## src/rtl/board_uart_pkg.sv

```systemverilog
// Shared definitions for the board-state UART reporter: frame characters,
// frame length, frame FSM encoding and the cell-to-character mapping.
package board_uart_pkg;

  localparam logic [7:0] CH_X     = 8'h58;
  localparam logic [7:0] CH_O     = 8'h4F;
  localparam logic [7:0] CH_EMPTY = 8'h2E;
  localparam logic [7:0] CH_BAD   = 8'h23;
  localparam logic [7:0] CH_CR    = 8'h0D;
  localparam logic [7:0] CH_LF    = 8'h0A;
  localparam logic [7:0] CH_ZERO  = 8'h30;

  localparam int FRAME_LEN = 12;

  typedef enum logic [1:0] {
    ST_IDLE,
    ST_LOAD,
    ST_SHIFT,
    ST_FINISH
  } frame_state_t;

  typedef struct packed {
    logic [8:0] x;
    logic [8:0] o;
    logic [2:0] status;
  } snapshot_t;

  // A cell claimed by both players is an illegal board, but it is still reported.
  function automatic logic [7:0] cell_char(input logic x_bit, input logic o_bit);
    logic [7:0] ch;
    case ({x_bit, o_bit})
      2'b10:   ch = CH_X;
      2'b01:   ch = CH_O;
      2'b11:   ch = CH_BAD;
      default: ch = CH_EMPTY;
    endcase
    return ch;
  endfunction

endpackage

```

## src/rtl/board_uart_tx_byte.sv

```systemverilog
// 8N1 byte serializer. The start bit is driven in the same cycle start is
// seen, so a byte requested right after byte_done follows with no idle gap.
module uart_tx_byte #(
  parameter int CLKS_PER_BIT = 868
) (
  input  logic       clk,
  input  logic       clr,
  input  logic [7:0] data,
  input  logic       start,
  output logic       tx,
  output logic       byte_done
);

  localparam int TW = (CLKS_PER_BIT > 1) ? $clog2(CLKS_PER_BIT) : 1;
  localparam logic [TW-1:0] TIMER_MAX = TW'(CLKS_PER_BIT - 1);

  logic          active;
  logic [TW-1:0] timer;
  logic [3:0]    bit_idx;
  logic [7:0]    shreg;
  logic          bit_end;

  assign bit_end   = (timer == TIMER_MAX);
  assign byte_done = active && bit_end && (bit_idx == 4'd9);

  // The start cycle itself is cycle 0 of the start bit, hence the timer preset of 1.
  always_ff @(posedge clk or posedge clr) begin
    if (clr) begin
      active  <= 1'b0;
      timer   <= '0;
      bit_idx <= '0;
      shreg   <= '0;
    end else if (start) begin
      active  <= 1'b1;
      timer   <= TW'(1);
      bit_idx <= '0;
      shreg   <= data;
    end else if (active) begin
      timer <= bit_end ? '0 : timer + 1'b1;
      if (bit_end) begin
        if (bit_idx == 4'd9) begin
          active  <= 1'b0;
          bit_idx <= '0;
        end else begin
          bit_idx <= bit_idx + 4'd1;
        end
        if (bit_idx >= 4'd1 && bit_idx <= 4'd8) shreg <= {1'b0, shreg[7:1]};
      end
    end
  end

  always_comb begin
    tx = 1'b1;
    if (start) begin
      tx = 1'b0;
    end else if (active) begin
      if (bit_idx == 4'd0)      tx = 1'b0;
      else if (bit_idx == 4'd9) tx = 1'b1;
      else                      tx = shreg[0];
    end
  end

endmodule

```

## src/rtl/board_uart_tx.sv

```systemverilog
// Board-state reporter: snapshots the game state and sends it as a 12-byte
// ASCII frame ("cells, status, CR, LF") over a UART TX line.
module board_uart_tx
  import board_uart_pkg::*;
#(
  parameter int CLKS_PER_BIT = 868,
  parameter bit AUTO_SEND    = 1'b1
) (
  input  logic       clk,
  input  logic       clr,
  input  logic [8:0] x_vec,
  input  logic [8:0] o_vec,
  input  logic [2:0] game_status,
  input  logic       send,
  output logic       tx,
  output logic       busy,
  output logic       done
);

  frame_state_t state, state_next;
  snapshot_t    live, snap, last_sent;
  logic [3:0]   byte_idx;
  logic [7:0]   byte_data;
  logic         pending, retrig, trigger;
  logic         ser_start, byte_done;

  assign live    = {x_vec, o_vec, game_status};
  assign trigger = send || retrig || (AUTO_SEND && (live != last_sent));

  always_ff @(posedge clk or posedge clr) begin
    if (clr) state <= ST_IDLE;
    else     state <= state_next;
  end

  always_comb begin
    state_next = state;
    busy       = 1'b0;
    done       = 1'b0;
    ser_start  = 1'b0;
    case (state)
      ST_IDLE:   if (trigger) state_next = ST_LOAD;
      ST_LOAD: begin
        busy       = 1'b1;
        ser_start  = 1'b1;
        state_next = ST_SHIFT;
      end
      ST_SHIFT: begin
        busy = 1'b1;
        if (byte_done)
          state_next = (byte_idx == 4'(FRAME_LEN - 1)) ? ST_FINISH : ST_LOAD;
      end
      ST_FINISH: begin
        done       = 1'b1;
        state_next = ST_IDLE;
      end
      default:   state_next = ST_IDLE;
    endcase
  end

  // Snapshot, byte index, one-deep pending request and the last-sent copy.
  always_ff @(posedge clk or posedge clr) begin
    if (clr) begin
      snap      <= '0;
      last_sent <= '0;
      byte_idx  <= '0;
      pending   <= 1'b0;
      retrig    <= 1'b0;
    end else begin
      case (state)
        ST_IDLE: begin
          retrig <= 1'b0;
          if (trigger) begin
            snap     <= live;
            byte_idx <= '0;
          end
        end
        ST_LOAD:  if (send) pending <= 1'b1;
        ST_SHIFT: begin
          if (send) pending <= 1'b1;
          if (byte_done && (byte_idx != 4'(FRAME_LEN - 1))) byte_idx <= byte_idx + 4'd1;
        end
        ST_FINISH: begin
          retrig    <= pending | send;
          pending   <= 1'b0;
          last_sent <= snap;
        end
        default: ;
      endcase
    end
  end

  always_comb begin
    byte_data = CH_LF;
    if (byte_idx < 4'd9)        byte_data = cell_char(snap.x[byte_idx], snap.o[byte_idx]);
    else if (byte_idx == 4'd9)  byte_data = CH_ZERO + {5'd0, snap.status};
    else if (byte_idx == 4'd10) byte_data = CH_CR;
  end

  uart_tx_byte #(
    .CLKS_PER_BIT(CLKS_PER_BIT)
  ) u_ser (
    .clk      (clk),
    .clr      (clr),
    .data     (byte_data),
    .start    (ser_start),
    .tx       (tx),
    .byte_done(byte_done)
  );

endmodule
```

## config.mk

```make
export PLATFORM = sky130hd
export DESIGN_NAME = board_uart_tx
export DESIGN_NICKNAME = d
export VERILOG_FILES = /design/src/rtl/board_uart_pkg.sv /design/src/rtl/board_uart_tx_byte.sv /design/src/rtl/board_uart_tx.sv
export SDC_FILE = /design/constraint.sdc
export NUM_CORES = 1
export LEC_CHECK = 0
export BUFFER_PORTS_ARGS = -buffer_cell sky130_fd_sc_hd__buf_2
export CORE_MARGIN = 5
export CORE_UTILIZATION = 30
export CTS_CLUSTER_DIAMETER = 150
export DETAILED_ROUTE_END_ITERATION = 7
export PLACE_DENSITY = 0.42
export REMOVE_ABC_BUFFERS = 1
export SYNTH_ARGS = -nofsm -noshare
export SYNTH_HDL_FRONTEND = slang
export SYNTH_SLANG_ARGS = --single-unit
```

## constraint.sdc

```tcl
create_clock -name clk -period 6.25 [get_ports clk]
set_input_delay 0.3125 -clock clk [delete_from_list [all_inputs] [get_ports clk]]
set_output_delay 0.3125 -clock clk [all_outputs]
set_load 0.02 [all_outputs]
```

* Yosys cells after proc, flatten, opt, wreduce, memory -nomap -nowiden
Cells that the tools add are included.
** Storage, ports and cells
- Word-level logic and storage cells :: 101
- Bits of input ports :: 24
- Flip-flop bits (word level) :: 73
- Output and inout bits :: 3
** Cells by class
- Mux-type cells :: 40
- Order comparisons :: 4
- $add $sub $neg :: 4
- Bitwise logic cells :: 1
- Equality and inequality tests :: 17
- Reduce and logical (&&, ||, !) cells :: 21
** Operators by type and width (count)
- $mux W8 :: 5
- $mux W10 :: 3
- $mux W4 :: 6
- $ne A21 B21 Y1 :: 1
- $pmux W7 S3 :: 1
- $eq A4 B4 Y1 const B :: 4
- $mux W1 :: 14
- $reduce_bool A2 Y1 :: 6
- $add A10 B1 Y10 const B :: 1
- $eq A10 B10 Y1 const B :: 1
- $add A4 B1 Y4 const B :: 2
- $bmux W1 S4 :: 2
- $eq A2 B2 Y1 const B :: 4
- $pmux W2 S4 :: 1
- $pmux W4 S2 :: 1
- $reduce_and A2 Y1 :: 4
- $add A6 B3 Y7 const A :: 1
- $mux W7 :: 1
- $mux W2 :: 3
- $ne A2 B2 Y1 const B :: 3
- $reduce_and A3 Y1 :: 2
- $lt A4 B5 Y1 const B :: 1
- $eq A2 B1 Y1 const B :: 2
- $ge A4 B1 Y1 const B :: 1
- 12 further kinds :: 17

* Longest topological paths before layout
Gate-level depths: netlist (run 1).
- Depth in word-level cells :: 6
- Mapped depth :: 12
- Gate-level depth less buffers :: 11

* Hierarchy
Synthesis (run 1) repeated with hierarchy kept, for this count alone.
** Unflattened totals
- Cell total of the unflattened synthesis :: 369
- Area, all modules :: 3988.8 sq um
** Modules (own cells, without submodules)
- board_uart_tx :: sequential area each 1251.2 sq um, cells each 228, times used 1, area an instance 2721.4 sq um
- uart_tx_byte :: sequential area each 575.6 sq um, cells each 141, times used 1, area an instance 1267.5 sq um

* Least setup slack after synthesis (run 1)
OpenSTA, ideal clock, no wires.
- Path kind :: register to register
- Start :: register byte_idx[0]
- End :: register u_ser.shreg[2]
- Buffers on the path :: 1
- Required time :: 6111 ps
- Period minus slack after synthesis :: 2428 ps
- Arrival :: 2289 ps
- Stages on the path, launching flop included :: 13
- Library setup time :: 139 ps
- Slack :: 3822 ps
- Cell sequence :: dfrtp_1 > clkbuf_8 > mux4_2 > mux2i_1 > nor2_1 > a21oi_1 > inv_1 > ha_1 > nor2_1 > a2bb2oi_1 > o221ai_1 > o21ai_0 > o21ai_0
** Between the ends
- Word-level cells in the longest chain between the ends :: 6
- Elaborated cells on any way between the ends :: 15
- Classes of those cells :: 1 x order compare; 5 x eq/ne; 9 x mux
** Ends and longest elaborated chain
- from (decl) :: line board_uart_tx.sv:22 : logic [3:0] byte_idx;
- from (signal assigned) :: line board_uart_tx.sv:80 : if (byte_done && (byte_idx != 4'(FRAME_LEN - 1))) byte_idx <= byte_idx + 4'd1;
- $bmux W1 S4 :: line board_uart_tx.sv:94 : if (byte_idx < 4'd9) byte_data = cell_char(snap.x[byte_idx], snap.o[byte_idx]);
- $mux W1 (implied by the code) :: line board_uart_tx.sv:94
- $eq A2 B2 Y1 or $eq A2 B1 Y1 (tied branches) :: line board_uart_pkg.sv:31 : case ({x_bit, o_bit})
- $pmux W7 S3 :: line board_uart_pkg.sv:31
- $mux W8 (*) :: line board_uart_tx.sv:94
- $mux W8 (*) :: line board_uart_tx_byte.sv:33 : end else if (start) begin
- to (signal assigned) :: line board_uart_tx_byte.sv:37 : shreg <= data;
- to (signal assigned) :: line board_uart_tx_byte.sv:47 : if (bit_idx >= 4'd1 && bit_idx <= 4'd8) shreg <= {1'b0, shreg[7:1]};
- to (decl) :: line board_uart_tx_byte.sv:20 : logic [7:0] shreg;
Every way passes the cells marked *; elsewhere a longest branch is shown, timed or not. The select of a mux whose other input is x is not followed.
A chain may end at the register's enable or synchronous reset.

* Worst setup path in the final report (run 1)
Ends and elaborated chain as after synthesis.

==> impl_metrics.py, run 1 <==
metrics = {
    "status": {
        "status": "completed",
    },
    "clocking": {
        "clk_pin_slew_ns": 0.06,
        "cts_buffers": 9,
        "hold_buffers": 0,
        "clock-root-buffer": "clkbuf_16",
        "cts_max_level": 3,
        "cts_sinks": 72,
        "cts_setup_buffers": 0,
        "cts_tree": "built",
        "cts_resized": 0,
        "worstSkewPairLatency_ns": 0.34,
        "clk_path_buf_depth": 2,
    },
    "worst_setup_path": {
        "worstPathMaxFanout": 11,
        "regToRegEndpoint": "u_ser.shreg[2]$_DFFE_PP0P_",
        "cp_top_family": "compound AO/OA/AOI/OAI gates",
        "worstSetupStartpointType": "register",
        "max_stage_delay_ns": 0.62,
        "worstSetupPathType": "register to register",
        "worst_ep_arrival_time_ns": 2.97,
        "worst-path-buf-inv": 1,
        "critPathSlowestCell": "dfrtp_1",
        "crit_chain": "mux4_2 > mux2i_1 > nor2_1 > a21oi_1 > inv_1 > ha_1 > nor2_1 > a2bb2oi_1 > o221ai_1 > o21ai_0 > o21ai_0",
        "r2r_cells": 11,
        "cp_data_required_time_ns": 6.45,
        "endpoint_kind": "register",
        "r2r_start": "byte_idx[0]$_DFFE_PP0P_",
        "rrSetupSlack_ns": 3.47,
    },
    "die": {
        "ioPinCount": 27,
        "core_area_sq_um": 12600,
        "core.rowCount": 41,
        "die_h_um": 124,
        "initial_core_util_pct": 30.7,
        "die_w_um": 124,
        "dieArea_sq_um": 15300,
    },
    "pwr": {
        "p_sw_uw": 771,
        "p_per_area_nw_per_um2": 501,
        "p_leak_nw": 1.89,
        "comb_power_share_pct": 38.7,
        "clockPowerShare_pct": 24.4,
        "swShare_pct": 34.4,
        "seqPwrFrac_pct": 36.9,
        "p_int_mw": 1.47,
        "irDropWorstVdd_mv": 0.196,
    },
    "logic_synthesis": {
        "synth_area_leaders": "dfrtp_1, mux2_2, xor2_1",
        "synthMuxAreaShare_pct": 16.7,
        "netlist.area_leader.share_pct": 46.6,
        "async_flop_share_pct": 100,
        "synth-edff-count": 0,
        "yosysTopAreaCell": "dfrtp_1",
        "ys_seq_area_share_pct": 46.6,
        "synth_ff_type": "dfrtp_1",
        "synth_compound_area_share_pct": 10.5,
        "synth-xor-area-share_pct": 6.56,
        "yosys_warnings": 0,
        "ys_seq_elements": 72,
        "synth-simple-area-share_pct": 10.9,
        "avgSynthCellArea_sq_um": 11.5,
        "synthesis.area_sq_um": 3870,
        "syn-instance-count": 337,
        "synth_top_family_by_area": "multiplexers",
        "ys_types": 49,
        "synth-adder-area-share_pct": 4.53,
    },
    "global_route": {
        "grt_pass1_wl_mm": 14.1,
        "grt_max_degree": 73,
        "antenna_found_initial": 0,
        "grt_use_total_pct": 12.2,
        "first_global_vias": 2612,
        "gr-total-overflow": 0,
    },
    "detailed_routing": {
        "drt_wl_total_mm": 8.11,
        "vias_per_cell": 4.73,
        "dr.pass1.iters": 4,
        "drtIter0Drc": 86,
        "num_vias": 2557,
        "wl_per_cell_um": 15.0,
        "drc": 0,
        "drtAntennaViolNets": 0,
    },
    "placed_design": {
        "dp_hpwl_mm": 5.57,
        "portBuffers": 26,
        "place_congestion": 0.751,
        "postPlaceCellArea_sq_um": 4150,
    },
    "cells_and_area": {
        "num-fill-cells": 1307,
        "synthToLayoutAreaGrowth_pct": 15.5,
        "final_common_cell": "dfrtp_1",
        "antenna_cells": 0,
        "final_cell_mix": "dfrtp_1, mux2_2, buf_2",
        "drive_gt1_share_pct": 27.4,
        "fin_util_pct": 35.4,
        "layout.nets": 402,
        "postLayoutCellArea_sq_um": 4470,
    },
    "timing": {
        "rsz0062_at_grt": "false",
        "skew_ns": 0.00892,
        "maxSlewViolCount": 0,
        "setup_viol": 0,
        "max_freq_mhz": 360,
        "slew_headroom_pct": 36.6,
        "fin_crit_ns": 2.78,
        "fin_crit_sh_pct": 44.4,
        "worstMarginPinSlew_ns": 0.951,
        "finalHoldViolCount": 0,
        "fin_tns_setup_ns": 0,
    },
    "hold_path": {
        "min-delay-start": "send",
        "holdPathStages": 2,
        "whs_endpoint": "pending$_DFFE_PP0P_",
        "holdCritPathClass": "input pin to register",
    },
    "run": {
        "max-cap-violations": 0,
    },
}
==> worst max path at each step <==
stage,start,depth (start not counted),to,slack [ns]
6_report,byte_idx[0]$_DFFE_PP0P_,11,u_ser.shreg[2]$_DFFE_PP0P_,3.47
5_1_grt,byte_idx[0]$_DFFE_PP0P_,11,u_ser.shreg[2]$_DFFE_PP0P_,3.13
4_1_cts,byte_idx[0]$_DFFE_PP0P_,11,u_ser.shreg[2]$_DFFE_PP0P_,3.45
3_5_place_dp,byte_idx[0]$_DFFE_PP0P_,11,u_ser.shreg[2]$_DFFE_PP0P_,3.46
3_3_place_gp,byte_idx[0]$_DFFE_PP0P_,11,u_ser.shreg[2]$_DFFE_PP0P_,3.48
2_1_floorplan,last_sent[13]$_DFFE_PP0P_,5,snap[0]$_DFFE_PP0P_,3.15
==> kinds of logic after synthesis <==
family,count (synthesis)
DFF,72
AOI/OAI and AO/OA,61
xor gates and xnor gates,29
adders and majority gates,14
and+or+nand+nor,75
buffers and inverters,32
muxes,54
==> worst register-to-register path, cell delays in order (launching register included) <==
cell	delay, ns
dfrtp_1	0.62
mux4_2	0.56
mux2i_1	0.15
nor2_1	0.06
a21oi_1	0.35
inv_1	0.12
ha_1	0.21
nor2_1	0.12
a2bb2oi_1	0.16
o221ai_1	0.12
o21ai_0	0.09
o21ai_0	0.08
==> power by group through the flow <==
stage	clock [mW]	sequential [mW]	combinational, mW
6_report	0.546	0.825	0.867
5_1_grt	0.592	0.855	0.980
4_1_cts	0.568	0.828	0.883
3_5_place_dp	0	0.836	0.881
3_3_place_gp	0	0.830	0.872
2_1_floorplan	0	0.779	0.704
==> flip-flops by register name (all words and copies together), names as in the netlist <==
name,count
retrig,1
u_ser.bit_idx,4
u_ser.shreg,7
u_ser.active,1
byte_idx,4
state,2
snap,21
pending,1
last_sent,21
u_ser.timer,10
==> metal layers <==
layer / vias up / global-route usage (%) / wire [um]
met3: 12 / 3.45 / 259
li1: 1264 / - / -
met4: 0 / 5.81 / 159
met1: 1253 / 16.2 / 3970
met5: - / 0 / 0
met2: 28 / 18.2 / 3720
==> synth_stat cells (2+ instances only) <==
| cell type | count |
|---|---|
| clkbuf_1 | 4 |
| mux4_2 | 4 |
| mux2i_1 | 6 |
| nand2_1 | 16 |
| xor2_1 | 23 |
| ha_1 | 14 |
| a31oi_1 | 2 |
| nor2b_1 | 6 |
| a22oi_1 | 2 |
| buf_4 | 3 |
| nor2_1 | 16 |
| mux2_2 | 44 |
| clkbuf_8 | 2 |
| nand3_1 | 5 |
| nor3_1 | 9 |
| buf_2 | 3 |
| o31ai_1 | 3 |
| a21boi_0 | 2 |
| o21ai_0 | 25 |
| nand2b_1 | 3 |
| a21oi_1 | 9 |
| and4bb_1 | 2 |
| nand4_1 | 3 |
| inv_1 | 18 |
| o22ai_1 | 2 |
| a32o_1 | 2 |
| o221ai_1 | 4 |
| a2bb2oi_1 | 2 |
| nor4_1 | 7 |
| xnor2_1 | 6 |
| dfrtp_1 | 72 |
==> area by class of cell <==
cell class	instances	area, sq um	area share (%)
repair buffers	30	160	3.58
inverters	18	67.6	1.51
clock inverters	5	81.3	1.82
flip-flops and latches	72	1800	40.3
clock buffers	11	233	5.21
multi-input cells	233	1910	42.7
well taps	172	215	4.82
==> stage by stage <==
| step | setup slack [ns] | std cells | power (mW) | hold slack, ns |
|---|---|---|---|---|
| 2_1_floorplan | 3.15 | 323 | 1.48 | 0.402 |
| 3_3_place_gp | 3.48 | 525 | 1.70 | 0.467 |
| 3_5_place_dp | 3.46 | 525 | 1.72 | 0.469 |
| 4_1_cts | 3.45 | 541 | 2.28 | 0.180 |
| 5_1_grt | 3.13 | 541 | 2.43 | 0.207 |
| 6_report | 3.47 | 541 | 2.24 | 0.194 |
Power figures use the tool's default switching activity.
==> inputs of run 2 (changes only) <==
==> constraint.sdc (replaced) <==
create_clock -name clk -period 2.9 [get_ports clk]
set_input_delay 0.145 -clock clk [delete_from_list [all_inputs] [get_ports clk]]
set_output_delay 0.145 -clock clk [all_outputs]
set_load 0.02 [all_outputs]
==> run 2 against run 1 <==
Worst setup slack worse by 3.1 ns. Global-route usage about the same. First-iteration DRC count up 44%. Core utilization is 0.29 points higher. Non-clock buffer count grew 8. Final area grew 0.81%. Via count grew 1.6%. Largest cell class unchanged. Flip-flop and latch count is the same.
==> impl_metrics.py, run 2 (same netlist as run 1, synthesis figures left out) <==
metrics = {
    "status": {
        "status": "completed",
    },
    "cells_and_area": {
        "reg_top3": "last_sent (21), snap (21), u_ser.timer (10)",
        "synthToLayoutAreaGrowth_pct": 16.4,
        "final_common_cell": "dfrtp_1",
        "final_cell_mix": "dfrtp_1, mux2_2, buf_2",
        "postLayoutCellArea_sq_um": 4500,
        "antenna_cells": 0,
        "seqCellArea_sq_um": 1800,
        "multi_input_area_sq_um": 1910,
        "num-fill-cells": 1323,
        "drive_gt1_share_pct": 28.9,
        "layout.nets": 410,
    },
    "timing": {
        "slew_headroom_pct": 50.1,
        "hold-worst-slack_ns": 0.0250,
        "fin_crit_sh_pct": 88.3,
        "skew_ns": 0.00826,
        "post-route-worst-setup-slack_ns": 0.338,
        "fin_tns_setup_ns": 0,
        "fin_crit_ns": 2.56,
        "max_freq_mhz": 390,
        "worstMarginPinSlew_ns": 0.748,
        "maxSlewViolCount": 0,
        "rsz0062_at_grt": "false",
        "setup_viol": 0,
        "finalHoldViolCount": 0,
    },
    "pwr": {
        "finalPower_mw": 4.76,
        "comb_power_share_pct": 41.0,
        "p_leak_nw": 1.91,
        "p_sw_mw": 1.70,
        "p_int_mw": 3.06,
        "swShare_pct": 35.7,
        "seqPwrFrac_pct": 37.2,
        "clockPowerShare_pct": 21.8,
        "p_per_area_nw_per_um2": 1060,
        "irDropWorstVdd_mv": 0.541,
    },
    "detailed_routing": {
        "wl_met3_um": 271,
        "drtIter0Drc": 124,
        "top_layer": "met4",
        "routed-wl-met2_mm": 3.90,
        "drc": 0,
        "m1WireLength_mm": 3.96,
        "drtAntennaViolNets": 0,
        "dr.pass1.iters": 4,
        "wl_per_cell_um": 15.1,
        "vias_per_cell": 4.73,
        "num_vias": 2597,
        "drt_wl_total_mm": 8.30,
    },
    "placed_design": {
        "postPlaceCellArea_sq_um": 4220,
        "dpl_worst_slack_ns": 0.362,
        "portBuffers": 26,
        "dp_hpwl_mm": 5.96,
        "place_congestion": 0.779,
    },
    "clocking": {
        "worstSkewPairLatency_ns": 0.34,
        "clk_pin_slew_ns": 0.06,
        "cts_max_level": 3,
        "clk_path_buf_depth": 2,
        "cts_resized": 0,
        "cts_setup_buffers": 0,
        "clock-root-buffer": "clkbuf_16",
        "cts_tree": "built",
        "hold_buffers": 1,
        "cts_buffers": 9,
        "cts_sinks": 72,
    },
    "global_route": {
        "gr-total-overflow": 0,
        "grt_max_degree": 41,
        "grt_use_total_pct": 12.2,
        "antenna_found_initial": 0,
        "first_global_vias": 2726,
        "grt_pass1_wl_mm": 14.0,
    },
    "die": {
        "die_w_um": 124,
        "core.rowCount": 41,
        "dieArea_sq_um": 15300,
        "die_h_um": 124,
        "initial_core_util_pct": 30.7,
        "core_area_sq_um": 12600,
        "ioPinCount": 27,
    },
    "hold_path": {
        "holdCritPathClass": "input pin to register",
        "holdPathStages": 2,
    },
    "worst_setup_path": {
        "r2r_start": "byte_idx[0]$_DFFE_PP0P_",
        "rrSetupSlack_ns": 0.34,
        "worstPathMaxFanout": 9,
        "crit_start": "byte_idx[0]$_DFFE_PP0P_",
        "worstSetupPathType": "register to register",
        "worst_ep_arrival_time_ns": 2.76,
        "worstSetupStartpointType": "register",
        "crit_path_end": "u_ser.shreg[4]$_DFFE_PP0P_",
        "endpoint_kind": "register",
        "cp_data_required_time_ns": 3.10,
        "r2r_cells": 10,
        "regToRegEndpoint": "u_ser.shreg[4]$_DFFE_PP0P_",
    },
    "run": {
        "max-cap-violations": 0,
    },
}
run 2: layout make-up:
type	instances	share of cell area (%)
multi-input combinational	233	42.4
clock buffer	11	5.39
sequential	72	40.0
timing repair buffer	38	5.22
clock inverter	5	0.722
tap	172	4.78
inverter	18	1.50
run 2: critical path, stage by stage, from the launching register on:
cell      delay (ns)
dfrtp_1         0.43
buf_4           0.22
mux4_2          0.52
mux2i_1         0.23
o21a_1          0.20
inv_1           0.09
ha_1            0.20
a22oi_1         0.20
o221ai_1        0.15
o21ai_0         0.09
o21ai_0         0.08
run 2: per-stage QoR:
stage          utilization, %  std cells
3_3_place_gp             33.4        532
2_1_floorplan               -        323
5_1_grt                  35.7        549
3_5_place_dp             33.4        532
4_1_cts                  35.7        549
6_report                 35.7        549
run 2: worst min-delay path by stage:
stage | start | endpoint | slack (ns)
2_1_floorplan | send | pending$_DFFE_PP0P_ | 0.23
3_3_place_gp | clr | last_sent[12]$_DFFE_PP0P_ | 0.34
3_5_place_dp | clr | last_sent[12]$_DFFE_PP0P_ | 0.34
4_1_cts | send | pending$_DFFE_PP0P_ | 0.01
5_1_grt | send | pending$_DFFE_PP0P_ | 0.03
6_report | send | pending$_DFFE_PP0P_ | 0.03
run 2: power groups by stage:
stage	combinational, mW	clock (mW)	sequential, mW
finish	1.95	1.04	1.77
global route	2.19	1.12	1.83
CTS	1.99	1.08	1.77
detailed placement	1.99	0	1.79
global placement	1.97	0	1.78
floorplan	1.52	0	1.68
run 2: layer usage:
layer,track usage [%],up-vias
met3,3.54,11
met4,5.19,0
met5,0,-
met2,19.2,40
li1,-,1277
met1,15.7,1269
